### src/rtl/mem_ctrl_pkg.sv
// Shared encodings for the byte-serialising memory controller.
package mem_ctrl_pkg;

  typedef enum logic [1:0] {
    MC_IDLE  = 2'd0,
    MC_FETCH = 2'd1,
    MC_LOAD  = 2'd2,
    MC_STORE = 2'd3
  } mc_state_e;

  typedef logic [1:0] lsb_len_t;

  localparam lsb_len_t LEN_BYTE = 2'd0;
  localparam lsb_len_t LEN_HALF = 2'd1;
  localparam lsb_len_t LEN_WORD = 2'd2;

  localparam logic [1:0] IO_HI_BITS_DEF = 2'b11;
  localparam int IO_FIELD_HI = 17;
  localparam int IO_FIELD_LO = 16;

  function automatic logic [2:0] len_bytes(input lsb_len_t len);
    case (len)
      LEN_BYTE: return 3'd1;
      LEN_HALF: return 3'd2;
      LEN_WORD: return 3'd4;
      default:  return 3'd4;
    endcase
  endfunction

endpackage

### src/rtl/mem_ctrl_if.sv
// Icache, load-store buffer and byte-wide RAM signals seen by mem_ctrl.
interface mem_ctrl_if;
  import mem_ctrl_pkg::*;

  logic [31:0] IC_addr;
  logic        IC_addr_sgn;
  logic [31:0] IC_val;
  logic        IC_val_sgn;
  logic [31:0] LSB_addr;
  logic        LSB_sgn;
  logic        LSB_wr;
  lsb_len_t    LSB_len;
  logic [31:0] LSB_data;
  logic [31:0] LSB_val;
  logic        LSB_done;
  logic [7:0]  mem_din;
  logic [7:0]  mem_dout;
  logic [31:0] mem_a;
  logic        mem_wr;
  logic        io_buffer_full;

  modport slave (
    input  IC_addr, IC_addr_sgn, LSB_addr, LSB_sgn, LSB_wr, LSB_len, LSB_data,
           mem_din, io_buffer_full,
    output IC_val, IC_val_sgn, LSB_val, LSB_done, mem_dout, mem_a, mem_wr
  );

  modport master (
    output IC_addr, IC_addr_sgn, LSB_addr, LSB_sgn, LSB_wr, LSB_len, LSB_data,
           mem_din, io_buffer_full,
    input  IC_val, IC_val_sgn, LSB_val, LSB_done, mem_dout, mem_a, mem_wr
  );
endinterface

### src/rtl/mem_ctrl.sv
// Serialises icache fills and LSB loads/stores onto the byte-wide RAM/IO port.
module mem_ctrl
  import mem_ctrl_pkg::*;
#(
  parameter logic [1:0] IO_HI_BITS = IO_HI_BITS_DEF
) (
  input  logic       clk,
  input  logic       rst_n,
  input  logic       rdy,
  input  logic       clear,
  mem_ctrl_if.slave  mif
);

  mc_state_e   state_q, state_d;
  logic [31:0] addr_q, addr_d;
  logic [31:0] data_q, data_d;
  logic [2:0]  n_q, n_d;
  logic [2:0]  a_cnt_q, a_cnt_d;
  logic [2:0]  r_cnt_q, r_cnt_d;
  logic        addr_live_q, addr_live_d;
  logic        din_live_q, din_live_d;
  logic        stall_q, stall_d;
  logic [31:0] word_q, word_d;
  logic [31:0] ic_val_q, ic_val_d;
  logic        ic_val_sgn_q, ic_val_sgn_d;
  logic [31:0] lsb_val_q, lsb_val_d;
  logic        lsb_done_q, lsb_done_d;
  logic [31:0] mem_a_q, mem_a_d;
  logic [7:0]  mem_dout_q, mem_dout_d;

  logic        io_stall;
  logic        wr_fire;
  logic [31:0] word_cap;
  logic [1:0]  nb_idx;
  logic [7:0]  next_byte;

  assign io_stall  = (state_q == MC_STORE) && mif.io_buffer_full &&
                     (mem_a_q[IO_FIELD_HI:IO_FIELD_LO] == IO_HI_BITS);
  assign wr_fire   = (state_q == MC_STORE) && rdy && !io_stall;
  assign nb_idx    = r_cnt_q[1:0] + 2'd1;
  assign next_byte = data_q[{nb_idx, 3'b000} +: 8];

  always_comb begin
    state_d      = state_q;
    addr_d       = addr_q;
    data_d       = data_q;
    n_d          = n_q;
    a_cnt_d      = a_cnt_q;
    r_cnt_d      = r_cnt_q;
    addr_live_d  = addr_live_q;
    din_live_d   = din_live_q;
    stall_d      = stall_q;
    word_d       = word_q;
    ic_val_d     = ic_val_q;
    ic_val_sgn_d = ic_val_sgn_q;
    lsb_val_d    = lsb_val_q;
    lsb_done_d   = lsb_done_q;
    mem_a_d      = mem_a_q;
    mem_dout_d   = mem_dout_q;
    word_cap     = word_q;
    word_cap[{r_cnt_q[1:0], 3'b000} +: 8] = mif.mem_din;

    if (!rdy) begin
      // Remember the freeze so a read re-issues its first uncaptured byte.
      stall_d = 1'b1;
    end else begin
      stall_d      = 1'b0;
      ic_val_sgn_d = 1'b0;
      lsb_done_d   = 1'b0;
      case (state_q)
        MC_IDLE: begin
          if (!clear && !ic_val_sgn_q && !lsb_done_q && (mif.LSB_sgn || mif.IC_addr_sgn)) begin
            a_cnt_d    = 3'd1;
            r_cnt_d    = 3'd0;
            din_live_d = 1'b0;
            word_d     = '0;
            if (mif.LSB_sgn) begin
              addr_d      = mif.LSB_addr;
              data_d      = mif.LSB_data;
              n_d         = len_bytes(mif.LSB_len);
              mem_a_d     = mif.LSB_addr;
              mem_dout_d  = mif.LSB_data[7:0];
              addr_live_d = !mif.LSB_wr;
              state_d     = mif.LSB_wr ? MC_STORE : MC_LOAD;
            end else begin
              addr_d      = mif.IC_addr;
              n_d         = 3'd4;
              mem_a_d     = mif.IC_addr;
              addr_live_d = 1'b1;
              state_d     = MC_FETCH;
            end
          end
        end
        MC_FETCH, MC_LOAD: begin
          if (clear) begin
            state_d     = MC_IDLE;
            addr_live_d = 1'b0;
            din_live_d  = 1'b0;
          end else if (stall_q) begin
            mem_a_d     = addr_q + {29'd0, r_cnt_q};
            a_cnt_d     = r_cnt_q + 3'd1;
            addr_live_d = 1'b1;
            din_live_d  = 1'b0;
          end else begin
            din_live_d = addr_live_q;
            if (a_cnt_q < n_q) begin
              mem_a_d     = addr_q + {29'd0, a_cnt_q};
              a_cnt_d     = a_cnt_q + 3'd1;
              addr_live_d = 1'b1;
            end else begin
              addr_live_d = 1'b0;
            end
            if (din_live_q) begin
              word_d  = word_cap;
              r_cnt_d = r_cnt_q + 3'd1;
              if (r_cnt_q == n_q - 3'd1) begin
                state_d     = MC_IDLE;
                addr_live_d = 1'b0;
                din_live_d  = 1'b0;
                if (state_q == MC_FETCH) begin
                  ic_val_d     = word_cap;
                  ic_val_sgn_d = 1'b1;
                end else begin
                  lsb_val_d  = word_cap;
                  lsb_done_d = 1'b1;
                end
              end
            end
          end
        end
        MC_STORE: begin
          // Stores are committed once accepted, so clear is not consulted here.
          if (wr_fire) begin
            if (r_cnt_q == n_q - 3'd1) begin
              state_d    = MC_IDLE;
              lsb_done_d = 1'b1;
            end else begin
              r_cnt_d    = r_cnt_q + 3'd1;
              mem_a_d    = mem_a_q + 32'd1;
              mem_dout_d = next_byte;
            end
          end
        end
        default: state_d = MC_IDLE;
      endcase
    end
  end

  always_ff @(posedge clk or negedge rst_n) begin
    if (!rst_n) begin
      state_q      <= MC_IDLE;
      addr_q       <= '0;
      data_q       <= '0;
      n_q          <= '0;
      a_cnt_q      <= '0;
      r_cnt_q      <= '0;
      addr_live_q  <= 1'b0;
      din_live_q   <= 1'b0;
      stall_q      <= 1'b0;
      word_q       <= '0;
      ic_val_q     <= '0;
      ic_val_sgn_q <= 1'b0;
      lsb_val_q    <= '0;
      lsb_done_q   <= 1'b0;
      mem_a_q      <= '0;
      mem_dout_q   <= '0;
    end else begin
      state_q      <= state_d;
      addr_q       <= addr_d;
      data_q       <= data_d;
      n_q          <= n_d;
      a_cnt_q      <= a_cnt_d;
      r_cnt_q      <= r_cnt_d;
      addr_live_q  <= addr_live_d;
      din_live_q   <= din_live_d;
      stall_q      <= stall_d;
      word_q       <= word_d;
      ic_val_q     <= ic_val_d;
      ic_val_sgn_q <= ic_val_sgn_d;
      lsb_val_q    <= lsb_val_d;
      lsb_done_q   <= lsb_done_d;
      mem_a_q      <= mem_a_d;
      mem_dout_q   <= mem_dout_d;
    end
  end

  assign mif.IC_val     = ic_val_q;
  assign mif.IC_val_sgn = ic_val_sgn_q;
  assign mif.LSB_val    = lsb_val_q;
  assign mif.LSB_done   = lsb_done_q;
  assign mif.mem_a      = mem_a_q;
  assign mif.mem_dout   = mem_dout_q;
  assign mif.mem_wr     = wr_fire;

endmodule

### src/flat_wrapper.sv
// flat-port wrapper written by rule: the top's interface ports become plain ports
module mem_ctrl_flat import mem_ctrl_pkg::*;
#(
  parameter logic [1:0] IO_HI_BITS = IO_HI_BITS_DEF
)
  (clk, rst_n, rdy, clear, mif_IC_addr, mif_IC_addr_sgn, mif_LSB_addr, mif_LSB_sgn, mif_LSB_wr, mif_LSB_len, mif_LSB_data, mif_mem_din, mif_io_buffer_full, mif_IC_val, mif_IC_val_sgn, mif_LSB_val, mif_LSB_done, mif_mem_dout, mif_mem_a, mif_mem_wr);
  mem_ctrl_if mif_i ();
  input  logic clk;
  input  logic rst_n;
  input  logic rdy;
  input  logic clear;
  input wire logic [$bits(mif_i.IC_addr)-1:0] mif_IC_addr;
  input wire logic [$bits(mif_i.IC_addr_sgn)-1:0] mif_IC_addr_sgn;
  input wire logic [$bits(mif_i.LSB_addr)-1:0] mif_LSB_addr;
  input wire logic [$bits(mif_i.LSB_sgn)-1:0] mif_LSB_sgn;
  input wire logic [$bits(mif_i.LSB_wr)-1:0] mif_LSB_wr;
  input wire logic [$bits(mif_i.LSB_len)-1:0] mif_LSB_len;
  input wire logic [$bits(mif_i.LSB_data)-1:0] mif_LSB_data;
  input wire logic [$bits(mif_i.mem_din)-1:0] mif_mem_din;
  input wire logic [$bits(mif_i.io_buffer_full)-1:0] mif_io_buffer_full;
  output wire logic [$bits(mif_i.IC_val)-1:0] mif_IC_val;
  output wire logic [$bits(mif_i.IC_val_sgn)-1:0] mif_IC_val_sgn;
  output wire logic [$bits(mif_i.LSB_val)-1:0] mif_LSB_val;
  output wire logic [$bits(mif_i.LSB_done)-1:0] mif_LSB_done;
  output wire logic [$bits(mif_i.mem_dout)-1:0] mif_mem_dout;
  output wire logic [$bits(mif_i.mem_a)-1:0] mif_mem_a;
  output wire logic [$bits(mif_i.mem_wr)-1:0] mif_mem_wr;
  assign mif_i.IC_addr = mif_IC_addr;
  assign mif_i.IC_addr_sgn = mif_IC_addr_sgn;
  assign mif_i.LSB_addr = mif_LSB_addr;
  assign mif_i.LSB_sgn = mif_LSB_sgn;
  assign mif_i.LSB_wr = mif_LSB_wr;
  assign mif_i.LSB_len = mif_LSB_len;
  assign mif_i.LSB_data = mif_LSB_data;
  assign mif_i.mem_din = mif_mem_din;
  assign mif_i.io_buffer_full = mif_io_buffer_full;
  assign mif_IC_val = mif_i.IC_val;
  assign mif_IC_val_sgn = mif_i.IC_val_sgn;
  assign mif_LSB_val = mif_i.LSB_val;
  assign mif_LSB_done = mif_i.LSB_done;
  assign mif_mem_dout = mif_i.mem_dout;
  assign mif_mem_a = mif_i.mem_a;
  assign mif_mem_wr = mif_i.mem_wr;
  mem_ctrl #(.IO_HI_BITS(IO_HI_BITS)) u_core (.clk(clk), .rst_n(rst_n), .rdy(rdy), .clear(clear), .mif(mif_i));
endmodule
### config.mk
export PLATFORM = sky130hd
export DESIGN_NAME = mem_ctrl_flat
export DESIGN_NICKNAME = d
export VERILOG_FILES = /design/src/rtl/mem_ctrl_pkg.sv /design/src/rtl/mem_ctrl_if.sv /design/src/rtl/mem_ctrl.sv /design/src/flat_wrapper.sv
export SDC_FILE = /design/constraint.sdc
export NUM_CORES = 1
export LEC_CHECK = 0
export ABC_AREA = 1
export CAP_MARGIN = 20
export CELL_PAD_IN_SITES_DETAIL_PLACEMENT = 1
export CELL_PAD_IN_SITES_GLOBAL_PLACEMENT = 1
export CORE_UTILIZATION = 40
export CTS_BUF_LIST = sky130_fd_sc_hd__clkbuf_16
export DETAILED_ROUTE_END_ITERATION = 12
export GPL_ROUTABILITY_DRIVEN = 0
export PLACE_DENSITY = 0.85
export SYNTH_ARGS = -nofsm -noshare
export SYNTH_HDL_FRONTEND = slang
export SYNTH_SLANG_ARGS = --single-unit
export TNS_END_PERCENT = 30
### constraint.sdc
create_clock -name clk -period 4.1 [get_ports clk]
set_input_delay 0.82 -clock clk [delete_from_list [all_inputs] [get_ports clk]]
set_output_delay 0.82 -clock clk [all_outputs]
set_load 0.02 [all_outputs]
==> impl_metrics.tcl, run 1 <==
set metrics [dict create \
    hold_class "in2async" \
    drive_above_1_share_pct 3.74 \
    viasPerCell 5.34 \
    syn_area_um2 12300 \
    whs_ps 365 \
    hold_viol 0 \
    timing.final.crit_share_pct 76.5 \
    reg2regPathDepth 15 \
    cts.sinks 216 \
    synth_most_common_cell "nand2_1" \
    clkTransAtPathRegs_ps 60 \
    fin_nets 2121 \
    dp_hpwl_um 32400 \
    die_area_um2 31400 \
    grt_max_degree 97 \
    syn_to_final_growth_pct 27.4 \
    rows 63 \
    antenna_found_initial 0 \
    cts_tree "done" \
    drtIter0Drc 1014 \
    fill_cells 3863 \
    synth_seq_cells 216 \
    yosysSeqAreaShare_pct 44.0 \
    first_pass_iters 5 \
    synth_nets 1929 \
    leakage_nw 7.29 \
    synth_edf_count 0 \
    synth_area_leaders "dfrtp_1, nand2_1, nand3_1" \
    total_power_mw 10.3 \
    cp.required_ps 3280 \
    n_antenna_cell 0 \
    grt_usage_pct 28.3 \
    grt_pass1_vias 13200 \
    ys_warn_count 0 \
    core_um2 30000 \
    synthDistinctLibCells 39 \
    ys_top_cells_by_count "nand2_1, dfrtp_1, nor2_1, nand3_1, inv_1" \
    num_vias 12800 \
    portBuffers 220 \
    grt_pass1_wl_um 70100 \
    ir_drop_v 0.000378 \
    cts_buffers 25 \
    p_sw_mw 4.66 \
    fin_util_pct 52.2 \
    die_h_um 177 \
    wl_per_cell_um 18.2 \
    rsz0062_at_grt "no" \
    p_comb_share_pct 44.3 \
    postCtsSetupBuffers 0 \
    place_area_um2 14800 \
    clock-root-buffer "clkbuf_16" \
    yosysTopAreaCell "dfrtp_1" \
    slew_violations 0 \
    clock.fmax_ghz 0.319 \
    fin_tns_setup_ps 0 \
    routed_wl_um 43500 \
    ys.flop_type "dfrtp_1" \
    syn_area_per_cell_um2 6.83 \
    max-cap-violations 0 \
    async_reset_ff_share_pct 100 \
    swShare_pct 45.1 \
    worst_setup_path_end_kind "output port" \
    die_w_um 177 \
    final.setup_skew_ps 16.9 \
    ant_nets 0 \
    htree_levels 1 \
    netlist_instances 1797 \
    p_seq_share_pct 33.6 \
    cts_max_path_buffers 3 \
    setup_viol 0 \
    status "finished clean" \
    start_util_pct 41.0 \
    clkPwrFrac_pct 22.1 \
    cts_resized 0 \
    finalInstanceArea_um2 15600 \
    critPathKind "in2out" \
    period_needed_ps 3140 \
    ios 221 \
    arrival_ps 2320 \
    worst_slew_margin_rel_pct 35.4 \
    max_slew.worst_pin.slew_ps 960 \
    holdBufCountCts 0 \
    clkLatencyLatePin_ps 540 \
    grt_overflow 0 \
    power.internal_mw 5.67 \
    start_kind "primary input" \
    crit_fanout 3 \
    power_density_nw_per_um2 661 \
    synth_top_area_share_pct 44.0 \
    drc 0 \
]
-- layout by cell type, fill, tap and decap left out, types with 5 or more instances in the layout --
cell type        synthesis  layout
clkinv_1                 2       7
clkbuf_16                0      25
dfrtp_1                216     216
o22ai_1                 16      16
ha_1                    17      17
nand2_1                699     699
nand3_1                171     170
inv_1                  164     169
nor2_1                 193     193
inv_2                    6       6
a21oi_1                 22      22
clkdlybuf4s50_1          0     219
o21ai_1                 46      46
buf_4                    5      15
a22oi_1                 12      12
a31oi_1                  5       5
o21ai_0                114     114
-- logic make-up (layout without fill, tap and decap cells) --
kind of cell | after synthesis | count (layout) | share of synthesized area (%)
AO/OA/AOI/OAI | 230 | 230 | 10.3
adder cells (fa/ha/maj) | 18 | 18 | 1.90
buffers and inverters | 246 | 456 | 8.21
flip-flops | 216 | 216 | 44.0
AND/OR/NAND/NOR | 1082 | 1082 | 35.2
XOR/XNOR | 5 | 5 | 0.357
-- final timing paths --
kind | startpoint | endpoint | slack, ps
min | rst_n | u_core.mif.LSB_val[4]$_DFFE_PN0P_ | 360
max | mif_io_buffer_full | mif_mem_wr | 960
max in group asynchronous | rst_n | u_core.mif.IC_val_sgn$_DFFE_PN0P_ | 2810
max reg2reg | u_core.stall_q$_DFF_PN0_ | u_core.mif.mem_a[26]$_DFFE_PN0P_ | 970
min in group clk | u_core.data_q[24]$_DFFE_PN0P_ | u_core.data_q[24]$_DFFE_PN0P_ | 470
min reg2reg | u_core.data_q[24]$_DFFE_PN0P_ | u_core.data_q[24]$_DFFE_PN0P_ | 470
-- state kept, by name, indices dropped and copies added (netlist names), 2 cells and up --
| register | count |
|---|---|
| u_core.a_cnt_q | 3 |
| u_core.n_q | 3 |
| u_core.r_cnt_q | 3 |
| u_core.mif.mem_dout | 8 |
| u_core.data_q | 32 |
| u_core.mif.LSB_val | 32 |
| u_core.mif.IC_val | 32 |
| u_core.word_q | 32 |
| u_core.state_q | 2 |
| u_core.mif.mem_a | 32 |
| u_core.addr_q | 32 |
-- critical path: stages --
cell and delay (ps):
clkdlybuf4s50_1 400, nand3_1 230, nand3_1 170, inv_1 100, clkdlybuf4s50_1 600
-- routing by layer --
layer | global-route usage, % | vias up | wire length [um]
li1 | - | 6066 | -
met1 | 38.8 | 6269 | 19400
met2 | 47.0 | 390 | 20500
met3 | 3.09 | 72 | 2440
met4 | 8.41 | 0 | 1230
met5 | 0 | - | 0
-- power by group through the flow --
stage | registers [mW] | logic [mW] | clock network (mW)
floorplan | 3.50 | 2.70 | 0
global placement | 3.44 | 4.30 | 0
detailed placement | 3.46 | 4.49 | 0
CTS | 3.45 | 4.55 | 2.32
global route | 3.54 | 5.07 | 2.40
finish | 3.47 | 4.58 | 2.29
-- layout make-up --
class,instances,area [um^2],share of cell area (%)
multi-input cells,1335,5870,37.6
clock buffers,25,626,4.00
inverters,173,652,4.17
well taps,390,488,3.12
flip-flops and latches,216,5410,34.6
repair buffers,238,2390,15.3
clock inverters,20,205,1.31
-- through the flow --
step / setup slack [ps] / std cells
floorplan: 1490 / 1797
global placement: 874 / 2350
detailed placement: 756 / 2350
CTS: 958 / 2395
global route: 779 / 2397
finish: 963 / 2397
Power figures use the tool's default switching activity.
==> inputs of run 2 (changes only) <==
--- a/config.mk
+++ b/config.mk
@@ -9,11 +9,11 @@
 export CAP_MARGIN = 20
 export CELL_PAD_IN_SITES_DETAIL_PLACEMENT = 1
 export CELL_PAD_IN_SITES_GLOBAL_PLACEMENT = 1
-export CORE_UTILIZATION = 40
+export CORE_UTILIZATION = 38
 export CTS_BUF_LIST = sky130_fd_sc_hd__clkbuf_16
 export DETAILED_ROUTE_END_ITERATION = 12
 export GPL_ROUTABILITY_DRIVEN = 0
-export PLACE_DENSITY = 0.85
+export PLACE_DENSITY = 0.81
 export SYNTH_ARGS = -nofsm -noshare
 export SYNTH_HDL_FRONTEND = slang
 export SYNTH_SLANG_ARGS = --single-unit
==> constraint.sdc (replaced) <==
create_clock -name clk -period 3.08 [get_ports clk]
set_input_delay 0.616 -clock clk [delete_from_list [all_inputs] [get_ports clk]]
set_output_delay 0.616 -clock clk [all_outputs]
set_load 0.02 [all_outputs]
==> impl_metrics.tcl, run 2 (synthesis gave the netlist of run 1 again) <==
set metrics [dict create \
    status "finished clean" \
    grt_overflow 0 \
    regArea_um2 5410 \
    first_pass_iters 5 \
    die_area_um2 33000 \
    clock-root-buffer "clkbuf_16" \
    wl_met3_um 2410 \
    grt_pass1_vias 12900 \
    cts_max_path_buffers 3 \
    wl_met2_um 19800 \
    worst_setup_path_end_kind "flip-flop" \
    final.setup_skew_ps 21.7 \
    multi_input_area_um2 5870 \
    portBuffers 220 \
    die_h_um 182 \
    power_density_nw_per_um2 884 \
    grt_max_degree 73 \
    arrival_ps 3250 \
    crit_fanout 12 \
    rsz0062_at_grt "no" \
    grt_usage_pct 26.8 \
    cts_tree "done" \
    core_um2 31600 \
    critPathKind "reg2reg" \
    ios 221 \
    fin_nets 2130 \
    leakage_nw 7.32 \
    clkLatencyLatePin_ps 550 \
    postCtsSetupBuffers 0 \
    drc 0 \
    cts_buffers 25 \
    clock.fmax_ghz 0.355 \
    cts_resized 0 \
    holdBufCountCts 0 \
    dp_hpwl_um 32700 \
    worst_slew_margin_rel_pct 52.8 \
    die_w_um 182 \
    rows 65 \
    hold_viol 0 \
    drtIter0Drc 727 \
    final_cells 2420 \
    timing.final.crit_share_pct 91.5 \
    wl_per_cell_um 18.1 \
    setup_viol 0 \
    drive_above_1_share_pct 4.41 \
    max_slew.worst_pin.slew_ps 708 \
    grt_pass1_wl_um 70300 \
    cp.required_ps 3510 \
    clkTransAtPathRegs_ps 60 \
    dr.max_layer_used "met4" \
    dp_cells 2373 \
    ir_drop_v 0.000475 \
    start_kind "flip-flop" \
    viasPerCell 5.22 \
    start_util_pct 38.8 \
    ant_nets 0 \
    met1Wirelength_um 20400 \
    total_power_mw 13.9 \
    fin_tns_setup_ps 0 \
    routed_wl_um 43700 \
    slew_violations 0 \
    period_needed_ps 2820 \
    cts.sinks 216 \
    antenna_found_initial 1 \
    final_cell_mix "nand2_1, clkdlybuf4s50_1, dfrtp_1" \
    hold_class "in2async" \
    htree_levels 1 \
    max-cap-violations 0 \
    num_vias 12600 \
    final_common_cell "nand2_1" \
    fill_cells 4037 \
    syn_to_final_growth_pct 28.3 \
]
run 2: power breakdown:
part	internal (mW)	switching (mW)	leakage, nW
registers	3.72	0.897	2.82
logic	2.11	4.09	4.08
clock network	1.83	1.27	0.416
total	7.66	6.26	7.32
run 2: path summary, 6_finish.rpt:
check | start | end | slack (ps) | depth (start not counted)
min reg2reg | u_core.mif.mem_dout[4]$_DFFE_PN0P_ | u_core.mif.mem_dout[4]$_DFFE_PN0P_ | 470 | 2
min in group clk | u_core.mif.mem_dout[4]$_DFFE_PN0P_ | u_core.mif.mem_dout[4]$_DFFE_PN0P_ | 470 | 2
max | u_core.stall_q$_DFF_PN0_ | u_core.mif.mem_a[18]$_DFFE_PN0P_ | 260 | 14
max in group asynchronous | rst_n | u_core.addr_q[22]$_DFFE_PN0P_ | 2070 | 2
max reg2reg | u_core.stall_q$_DFF_PN0_ | u_core.mif.mem_a[18]$_DFFE_PN0P_ | 260 | 14
min | rst_n | u_core.mif.LSB_val[1]$_DFFE_PN0P_ | 70 | 1
run 2: metrics by stage:
step | util (%) | worst slack, ps | hold slack [ps] | cell area [um^2]
global placement | 47.1 | 344 | 454 | 14900
detailed placement | 47.1 | 327 | 459 | 14900
floorplan | - | 467 | 320 | 12300
finish | 49.8 | 261 | 73.0 | 15800
global route | 49.8 | 46.7 | 122 | 15700
CTS | 49.8 | 278 | 91.5 | 15700
run 2: area by class of cell:
| type | instances | area share (%) |
|---|---|---|
| diodes | 1 | 0.0159 |
| clock buffers | 25 | 3.97 |
| clock inverters | 21 | 1.46 |
| inverters | 173 | 4.14 |
| multi-input cells | 1335 | 37.3 |
| flip-flops and latches | 216 | 34.3 |
| well taps | 402 | 3.19 |
| repair buffers | 247 | 15.6 |
run 2: routing by layer:
metal	GRT usage, %	vias up
li1	-	6091
met4	7.02	0
met2	43.4	368
met1	37.8	6113
met3	3.13	58
met5	0	-
run 2: critical path: stages (launching register included):
cell and delay (ps):
dfrtp_1 520, o21ai_0 300, ha_1 210, inv_1 60, fa_1 370, inv_1 110
nand3_1 70, nand2_1 140, nand2_1 160, nor2_1 320, nand3_1 110, nand3_1 120
nand3_1 80, nand2_1 70, nand2_1 40
